==> config.mk <==
export PLATFORM = sky130hd
export DESIGN_NAME = battle_sequencer
export DESIGN_NICKNAME = d
export VERILOG_FILES = /design/src/rtl/battle_pkg.sv /design/src/rtl/frame_tick_gen.sv /design/src/rtl/battle_sequencer.sv
export SDC_FILE = /design/constraint.sdc
export NUM_CORES = 1
export LEC_CHECK = 0
export CORE_UTILIZATION = 50
export DETAILED_ROUTE_END_ITERATION = 16
export GPL_TIMING_DRIVEN = 0
export PLACE_DENSITY = 0.84
export SYNTH_ARGS = -nofsm -noshare
export SYNTH_HDL_FRONTEND = slang
export SYNTH_SLANG_ARGS = --single-unit
export TNS_END_PERCENT = 100
==> constraint.sdc <==
create_clock -name clk -period 5 [get_ports clk]
set_input_delay 1 -clock clk [delete_from_list [all_inputs] [get_ports clk]]
set_output_delay 1 -clock clk [all_outputs]
set_load 0.005 [all_outputs]
==> src/rtl/battle_pkg.sv <==
// Shared definitions for the battle screen: state bus codes seen by the
// player-attack, enemy-attack and renderer blocks, plus default widths.
package battle_pkg;

   localparam int unsigned HP_W_DEF = 11;
   localparam int unsigned STATE_W  = 4;

   // Bus codes; ST_CHECK is internal to the sequencer and never driven on the bus.
   typedef enum logic [STATE_W-1:0] {
      ST_MENU   = 4'b0000,
      ST_PLAYER = 4'b0001,
      ST_ENEMY  = 4'b0010,
      ST_WIN    = 4'b0100,
      ST_LOSE   = 4'b0101,
      ST_GAP    = 4'b1000,
      ST_CHECK  = 4'b1001,
      ST_IDLE   = 4'b1010
   } state_e;

   // Which attack phase preceded the current gap.
   typedef enum logic {
      PH_PLAYER = 1'b0,
      PH_ENEMY  = 1'b1
   } phase_e;

   // Map an internal state onto the externally visible bus code.
   function automatic logic [STATE_W-1:0] bus_code(input state_e s);
      return (s == ST_CHECK) ? STATE_W'(ST_GAP) : STATE_W'(s);
   endfunction

endpackage

==> src/rtl/frame_tick_gen.sv <==
// Frame tick generator: one-cycle pulse, one clock after the raster reaches
// pixel (0,0). Edge detection guarantees at most one tick per frame even if
// the origin pixel spans several clocks.
//   clk, rst_n  : clock, async active-low reset
//   hcount_i    : current pixel column
//   vcount_i    : current pixel row
//   tick_o      : registered frame-start pulse
module frame_tick_gen #(
   parameter int unsigned HC_W = 11,
   parameter int unsigned VC_W = 10
) (
   input  logic            clk,
   input  logic            rst_n,
   input  logic [HC_W-1:0] hcount_i,
   input  logic [VC_W-1:0] vcount_i,
   output logic            tick_o
);

   logic origin_c;
   logic origin_q;
   logic tick_q;

   assign origin_c = (hcount_i == '0) && (vcount_i == '0);

   // Rising edge of the origin condition, registered.
   always_ff @(posedge clk or negedge rst_n) begin
      if (!rst_n) begin
         origin_q <= 1'b0;
         tick_q   <= 1'b0;
      end else begin
         origin_q <= origin_c;
         tick_q   <= origin_c & ~origin_q;
      end
   end

   assign tick_o = tick_q;

endmodule

==> src/rtl/battle_sequencer.sv <==
// Battle turn scheduler: drives the shared state bus through
// MENU -> PLAYER -> GAP -> ENEMY -> GAP -> MENU, resolves win/lose from the
// health inputs, counts rounds and force-ends phases that overrun.
//   clk, rst                 : clock, async active-low reset
//   hcount_in, vcount_in     : raster position (frame tick source)
//   start_in, confirm_in     : start/restart and menu attack selection
//   player_*/enemy_* busy/fin: attack block handshakes (finished is held)
//   enemy_hp_in, player_hp_in: health, sampled in the check cycle
//   state_out                : state bus code
//   round_out                : completed rounds, saturating
//   new_game_out             : one-cycle pulse on game (re)start
//   timeout_out              : sticky, a phase was force-ended
module battle_sequencer
   import battle_pkg::*;
#(
   parameter int unsigned GAP_FRAMES     = 30,
   parameter int unsigned TIMEOUT_FRAMES = 600,
   parameter int unsigned HP_W           = HP_W_DEF
) (
   input  logic            clk,
   input  logic            rst,
   input  logic [10:0]     hcount_in,
   input  logic [9:0]      vcount_in,
   input  logic            start_in,
   input  logic            confirm_in,
   input  logic            player_busy_in,
   input  logic            player_finished_in,
   input  logic            enemy_busy_in,
   input  logic            enemy_finished_in,
   input  logic [HP_W-1:0] enemy_hp_in,
   input  logic [HP_W-1:0] player_hp_in,
   output logic [3:0]      state_out,
   output logic [7:0]      round_out,
   output logic            new_game_out,
   output logic            timeout_out
);

   localparam int unsigned PH_CNT_W  = 10;
   localparam int unsigned GAP_CNT_W = 6;
   localparam logic [PH_CNT_W-1:0]  PH_LAST  = PH_CNT_W'(TIMEOUT_FRAMES - 1);
   localparam logic [GAP_CNT_W-1:0] GAP_LAST = GAP_CNT_W'(GAP_FRAMES - 1);

   state_e               state_q, state_d;
   phase_e               last_q, last_d;
   logic [PH_CNT_W-1:0]  phase_cnt_q, phase_cnt_d;
   logic [GAP_CNT_W-1:0] gap_cnt_q, gap_cnt_d;
   logic                 entry_q, entry_d;
   logic [7:0]           round_q, round_d;
   logic                 new_game_q, new_game_d;
   logic                 timeout_q, timeout_d;
   logic [3:0]           state_out_q;
   logic                 tick;
   logic                 fin_c;
   logic                 unused_busy_c;

   // Busy lines are diagnostic only; progress depends on finished alone.
   assign unused_busy_c = player_busy_in | enemy_busy_in;

   frame_tick_gen #(.HC_W(11), .VC_W(10)) u_tick (
      .clk      (clk),
      .rst_n    (rst),
      .hcount_i (hcount_in),
      .vcount_i (vcount_in),
      .tick_o   (tick)
   );

   assign fin_c = (state_q == ST_PLAYER) ? player_finished_in : enemy_finished_in;

   // State and output registers.
   always_ff @(posedge clk or negedge rst) begin
      if (!rst) begin
         state_q     <= ST_IDLE;
         last_q      <= PH_PLAYER;
         phase_cnt_q <= '0;
         gap_cnt_q   <= '0;
         entry_q     <= 1'b0;
         round_q     <= '0;
         new_game_q  <= 1'b0;
         timeout_q   <= 1'b0;
         state_out_q <= 4'b1010;
      end else begin
         state_q     <= state_d;
         last_q      <= last_d;
         phase_cnt_q <= phase_cnt_d;
         gap_cnt_q   <= gap_cnt_d;
         entry_q     <= entry_d;
         round_q     <= round_d;
         new_game_q  <= new_game_d;
         timeout_q   <= timeout_d;
         state_out_q <= bus_code(state_d);
      end
   end

   // Next-state logic.
   always_comb begin
      state_d     = state_q;
      last_d      = last_q;
      phase_cnt_d = phase_cnt_q;
      gap_cnt_d   = gap_cnt_q;
      entry_d     = 1'b0;
      round_d     = round_q;
      new_game_d  = 1'b0;
      timeout_d   = timeout_q;

      unique case (state_q)
         ST_IDLE: begin
            if (start_in) begin
               state_d    = ST_MENU;
               new_game_d = 1'b1;
               round_d    = '0;
               timeout_d  = 1'b0;
            end
         end
         ST_MENU: begin
            if (confirm_in) begin
               state_d     = ST_PLAYER;
               phase_cnt_d = '0;
               entry_d     = 1'b1;
            end
         end
         ST_PLAYER, ST_ENEMY: begin
            if (tick) phase_cnt_d = phase_cnt_q + 1'b1;
            // Finished may still be held from before entry, so skip the first cycle.
            if (!entry_q && fin_c) begin
               state_d   = ST_GAP;
               gap_cnt_d = '0;
               last_d    = (state_q == ST_PLAYER) ? PH_PLAYER : PH_ENEMY;
            end else if (tick && (phase_cnt_q == PH_LAST)) begin
               state_d   = ST_GAP;
               gap_cnt_d = '0;
               last_d    = (state_q == ST_PLAYER) ? PH_PLAYER : PH_ENEMY;
               timeout_d = 1'b1;
            end
         end
         ST_GAP: begin
            if (tick) begin
               gap_cnt_d = gap_cnt_q + 1'b1;
               if (gap_cnt_q == GAP_LAST) state_d = ST_CHECK;
            end
         end
         ST_CHECK: begin
            if (enemy_hp_in == '0) begin
               state_d = ST_WIN;
            end else if (player_hp_in == '0) begin
               state_d = ST_LOSE;
            end else if (last_q == PH_PLAYER) begin
               state_d     = ST_ENEMY;
               phase_cnt_d = '0;
               entry_d     = 1'b1;
            end else begin
               state_d = ST_MENU;
               if (round_q != 8'hFF) round_d = round_q + 8'd1;
            end
         end
         ST_WIN, ST_LOSE: begin
            if (start_in) begin
               state_d    = ST_MENU;
               new_game_d = 1'b1;
               round_d    = '0;
            end
         end
         default: state_d = ST_IDLE;
      endcase
   end

   assign state_out    = state_out_q;
   assign round_out    = round_q;
   assign new_game_out = new_game_q;
   assign timeout_out  = timeout_q;

endmodule

==> reports/qor.csv, run 1 <==
metric;value;unit
Crit Path Max Fanout;10;
leakage;1.207;nW
crit end category;register;
Resized Gates After CTS;0;
unique cell type count in the Yosys netlist;46;
Async SR Flop Fraction;1.000;
outcome;finished clean;
Net count, final;362;
die area;4638;sq um
# placed instances;350;
DP Worst Slack;1.877;ns
DRC viols;0;
worst min path class;register to register;
Slowest-stage cell, CP;clkdlybuf4s50_1;
Initial Util;0.5346;
GP Congestion;0.8390;
number of global-route vias before repair;2063;
Sum Neg Setup Slack;0;ns
CP peak stage delay;0.40;ns
WS Path Type;primary input to register;
hold-fix buffers at CTS;0;
crit-path cells;clkdlybuf4s50_1, nor4_1, and4_1, or2_0, clkbuf_1, buf_2, nor3_1, mux2i_1;
IO Port Bufs;62;
DRT iter0 DRCs;203;
delay-heaviest family, CP;simple AND/OR/NAND/NOR gates;
synthesis-stage register bit count;37;
post-synth top area share;0.3780;
Final Critical Period;2.811;ns
# diodes;0;
Max Cap Viol;0;
# Post-CTS Setup Buffers;0;
Layout area overhead;34.99;%
Worst Slack Setup Final;2.189;ns
Routed WL per cell;15.15;um
main area contributors after synthesis;dfrtp_1, dfstp_2, a21oi_1;
die height;68.10;um
vias per cell;6.056;
initial antenna violation count;0;
sequential share of the synthesized area;0.4261;
Mapped Cells;238;
global-route wire length before repair;9.239;mm
Hold WS;0.4081;ns
WL final;5.409;mm
largest net degree at the start of global routing;38;
Buf/Inv on CP;3;
Overflow after GRT;0;
CP Launch Type;primary input;
Hold Vio Cnt, Final;0;
Routed Antenna Nets;0;
worst vdd ir;0.0001798;V
clk_skew;0.008062;ns
Post-synth EDFFs;0;
Post-Syn Area;2185;sq um
maximum clock insertion buffer count;2;
RSZ-0062 raised after global routing;false;
Cell Pwr Density;414.1;nW/um^2
Worst-path clk slew;0.07;ns
via count;2162;
CORE AREA;4086;sq um
slew margin rel.;0.4413;
TritonRoute pass-1 iters;4;
root buffer cell;clkbuf_8;
Top Ports;65;
FP Rows;23;
crit share post-route;0.5622;
layout cells sized above 1;0.06515;
dominant cell type by area after synthesis;dfrtp_1;
HPWL after detailed placement;4.000;mm
worst-margin pin slew;0.8381;ns
Mapped Nets;293;
CTS tree;yes;
Fmax;355.8;MHz
post-route insts no fill;357;
Total GRT Usage;0.2658;
Tot Pwr;0.001221;W
setup violators final;0;
clock latency on the worst-skew pair;0.29;ns
Avg Cell Area, Syn;9.179;sq um
Synth warnings;0;
CTS buffer count;5;
H-tree depth;2;
Slew Limit Fails;0;
Crit path required time;5.18;ns
clock sink count;37;
crit path DAT;2.99;ns
Main synth FF type;dfrtp_1;
die width;68.10;um
## flip-flops by register name, summed over array words and instances, names as in the netlist, 3 cells and up
signal / count
phase_cnt_q: 10
state_out: 3
round_out: 8
state_q: 4
gap_cnt_q: 6
## worst reg2reg max path, stage by stage (launching register included)
cell and delay [ns]:
dfrtp_1 0.44, buf_2 0.24, nor4b_2 0.40, mux2i_1 0.41, nor2_1 0.18, o41ai_1 0.54, nand2_1 0.12
## through the flow
| step | instance area (sq um) | utilization |
|---|---|---|
| finish | 2949 | 0.7217 |
| global route | 2949 | 0.7217 |
| CTS | 2949 | 0.7217 |
| detailed placement | 2863 | 0.7006 |
| global placement | 2868 | 0.7018 |
| floorplan | 2185 | - |
## final cells by class
| cell class | count | area (sq um) |
|---|---|---|
| buffer | 12 | 53.80 |
| clock buffer | 7 | 86.33 |
| fill | 320 | 1137 |
| inverter | 6 | 22.52 |
| multi-input combinational | 183 | 1177 |
| sequential | 37 | 930.9 |
| tap | 50 | 62.56 |
| timing repair buffer | 62 | 615.6 |
## metal layers
layer,global-route usage,share of wire,routed length (um)
met1,0.3396,0.44,2404
met2,0.4436,0.50,2716
met3,0.05833,0.039,213
met4,0.08333,0.014,75
met5,0,0,0
## layout by cell type (no fill, tap or decap), drive strengths merged, types with 2 or more instances in the layout
master	instances
clkbuf	14
o211ai	2
o21ai	11
nand4bb	2
or3	4
o311ai	3
nor4	11
a2bb2oi	3
o31ai	9
or4	12
nor2	12
nand4	8
a31oi	2
nor2b	2
xor2	3
clkdlybuf4s50	61
nand2b	4
a21oi	18
nand3	11
and3b	2
or2	2
o41ai	2
and3	5
buf	6
nor4b	2
and2	4
ha	4
nor3	9
nand4b	3
nand2	18
o22ai	2
nor3b	3
and4	3
mux2i	3
inv	6
dfrtp	33
dfstp	4
## kinds of logic (layout without fill, tap and decap cells)
| logic type | after synthesis | after routing | share of synthesized area |
|---|---|---|---|
| AOI/OAI and AO/OA | 53 | 53 | 0.1581 |
| muxes | 3 | 3 | 0.01375 |
| adders and majority gates | 4 | 4 | 0.02291 |
| DFF | 37 | 37 | 0.4261 |
| xor gates and xnor gates | 4 | 4 | 0.01604 |
| buffers and inverters | 18 | 87 | 0.03494 |
| and+or+nand+nor | 119 | 119 | 0.3282 |
## cell usage after synthesis, types with 5 or more instances
master    count
dfrtp_1      33
a21oi_1      18
nand2_1      18
nor2_1       12
or4_1        12
nand3_1      11
nor4_1       11
nor3_1        9
o21ai_0       9
o31ai_1       9
nand4_1       8
clkbuf_1      7
inv_1         6
and3_1        5
## path summary, 6_finish.rpt
| kind | start | to | slack [ns] | cells past startpoint |
|---|---|---|---|---|
| worst max register to register | state_q[0] | state_out[1] | 2.58 | 6 |
| min in group asynchronous | rst | round_out[7] | 0.81 | 1 |
| max in group asynchronous | rst | state_out[0] | 3.66 | 1 |
| worst min register to register | u_tick.origin_q | u_tick.tick_o | 0.41 | 1 |
| worst max-delay path | player_hp_in[1] | phase_cnt_q[6] | 2.19 | 8 |
| worst min-delay path | u_tick.origin_q | u_tick.tick_o | 0.41 | 1 |
## where the power goes
part	switching, W	internal, W
clock network	0.000103	0.000109
registers	0.0000764	0.000378
logic	0.000295	0.000260
No activity file was read; power rests on OpenSTA's default activity.
==> inputs of run 2 (changes only) <==
--- a/config.mk
+++ b/config.mk
@@ -5,10 +5,10 @@
 export SDC_FILE = /design/constraint.sdc
 export NUM_CORES = 1
 export LEC_CHECK = 0
-export CORE_UTILIZATION = 50
+export CORE_UTILIZATION = 47
 export DETAILED_ROUTE_END_ITERATION = 16
 export GPL_TIMING_DRIVEN = 0
-export PLACE_DENSITY = 0.84
+export PLACE_DENSITY = 0.8
 export SYNTH_ARGS = -nofsm -noshare
 export SYNTH_HDL_FRONTEND = slang
 export SYNTH_SLANG_ARGS = --single-unit
==> constraint.sdc (replaced) <==
create_clock -name clk -period 2.8 [get_ports clk]
set_input_delay 0.56 -clock clk [delete_from_list [all_inputs] [get_ports clk]]
set_output_delay 0.56 -clock clk [all_outputs]
set_load 0.005 [all_outputs]
==> reports/qor.csv, run 2 (synthesis results as in run 1) <==
metric;value;unit;change
outcome;finished clean;;
crit path DAT;2.57;ns;-0.42 ns
Buf/Inv on CP;1;;-2
via count;2144;;-0.83%
most common cell after layout, fill and taps aside;clkdlybuf4s50_1;;
Max Cap Viol;0;;unchanged
Largest register FFs;10;;unchanged
Crit path required time;3.00;ns;-2.18 ns
R2R setup slack;0.43;ns;-2.15 ns
worst min path class;primary input to async pin;;
slew margin rel.;0.4450;;+0.003754
layout cells sized above 1;0.06818;;+0.003035
WL final;5.315;mm;-1.7%
crit share post-route;0.8463;;
Final Critical Period;2.370;ns;
die area;4925;sq um;+6.2%
IO Port Bufs;62;;unchanged
H-tree depth;2;;unchanged
Top Ports;65;;unchanged
Initial Util;0.4949;;-0.03970
Slew Limit Fails;0;;unchanged
WS Path Type;register to register;;
HPWL after detailed placement;3.983;mm;-0.44%
TritonRoute pass-1 iters;4;;unchanged
number of global-route vias before repair;1990;;-3.5%
crit end category;register;;
DRT iter0 DRCs;143;;-30%
Overflow after GRT;0;;unchanged
Routed Antenna Nets;0;;unchanged
Layout area overhead;34.94;%;about the same
Net count, final;362;;unchanged
worst vdd ir;0.0003264;V;+81%
Biggest register;phase_cnt_q;;
die height;70.18;um;+3.0%
maximum clock insertion buffer count;2;;unchanged
FP Rows;24;;+4.3%
root buffer cell;clkbuf_8;;
Slowest-stage cell, CP;o41ai_1;;
Hold Vio Cnt, Final;0;;unchanged
clock latency on the worst-skew pair;0.29;ns;about the same
CP peak stage delay;0.52;ns;+0.12 ns
clk_skew;0.002925;ns;-0.005136 ns
GP Congestion;0.8388;;about the same
CORE AREA;4414;sq um;+8.0%
Routed WL per cell;14.76;um;-2.6%
fin util;0.6678;;-0.05388
global-route wire length before repair;9.039;mm;-2.2%
DRC viols;0;;unchanged
Total GRT Usage;0.2302;;-0.03553
Crit Path Max Fanout;10;;unchanged
CP Launch Type;register;;
# Post-CTS Setup Buffers;0;;unchanged
die width;70.18;um;+3.0%
largest net degree at the start of global routing;38;;unchanged
clock sink count;37;;unchanged
RSZ-0062 raised after global routing;false;;
crit-path cells;buf_2, nor4b_2, mux2i_1, nor2_1, o41ai_1, nand2_1;;
# diodes;0;;unchanged
delay-heaviest family, CP;simple AND/OR/NAND/NOR gates;;
initial antenna violation count;0;;unchanged
vias per cell;5.956;;-1.7%
setup violators final;0;;unchanged
most frequent cells in the layout;clkdlybuf4s50_1, dfrtp_1, nand2_1, a21oi_1;;
Cell Pwr Density;733.4;nW/um^2;+77%
Worst-path clk slew;0.07;ns;about the same
CTS tree;yes;;
Resized Gates After CTS;0;;unchanged
leakage;1.207;nW;about the same
Sum Neg Setup Slack;0;ns;unchanged
Fmax;422.0;MHz;
CTS buffer count;5;;unchanged
worst-margin pin slew;0.8325;ns;-0.005631 ns
hold-fix buffers at CTS;0;;unchanged
[run 2: metal layers]
metal | share of wire | track usage | up-vias
li1 | - | - | 1056
met1 | 0.46 | 0.3128 | 1014
met2 | 0.49 | 0.3675 | 66
met3 | 0.043 | 0.05195 | 8
met4 | 0.012 | 0.06889 | 0
met5 | 0 | 0 | -
[run 2: power breakdown]
part | internal (W) | leakage [nW] | switching [W]
clock network | 0.000173 | 0.0450 | 0.000193
registers | 0.000675 | 0.484 | 0.000134
logic | 0.000464 | 0.679 | 0.000523
total | 0.00131 | 1.21 | 0.000850
[run 2: through the flow]
stage                     worst slack, ns  hold slack [ns]  total power, W  instances  instance area (sq um)
after floorplan                    0.8048           0.2644        0.001392        238                   2185
after global placement             0.1726           0.3816        0.001775        352                   2870
after detailed placement           0.1640           0.3950        0.001798        352                   2865
after CTS                          0.4684           0.3999        0.002171        360                   2948
after global routing               0.3313           0.4085        0.002326        360                   2948
final                              0.4305           0.3720        0.002162        360                   2948
[run 2: final timing paths]
| path | startpoint | to | cells after the start |
|---|---|---|---|
| setup reg to reg | state_q[0] | state_out[1] | 6 |
| hold / removal | rst | u_tick.origin_q | 1 |
| max in group asynchronous | rst | gap_cnt_q[2] | 1 |
| setup / recovery | state_q[0] | state_out[1] | 6 |
| min in group clk | u_tick.origin_q | u_tick.tick_o | 1 |
| hold reg to reg | u_tick.origin_q | u_tick.tick_o | 1 |
[run 2: layout make-up]
class	count	area (sq um)
fill	370	1466
multi-input combinational	183	1177
sequential	37	930.9
timing repair buffer	62	615.6
clock buffer	6	72.57
tap	52	65.06
buffer	12	53.80
inverter	6	22.52
clock inverter	2	10.01
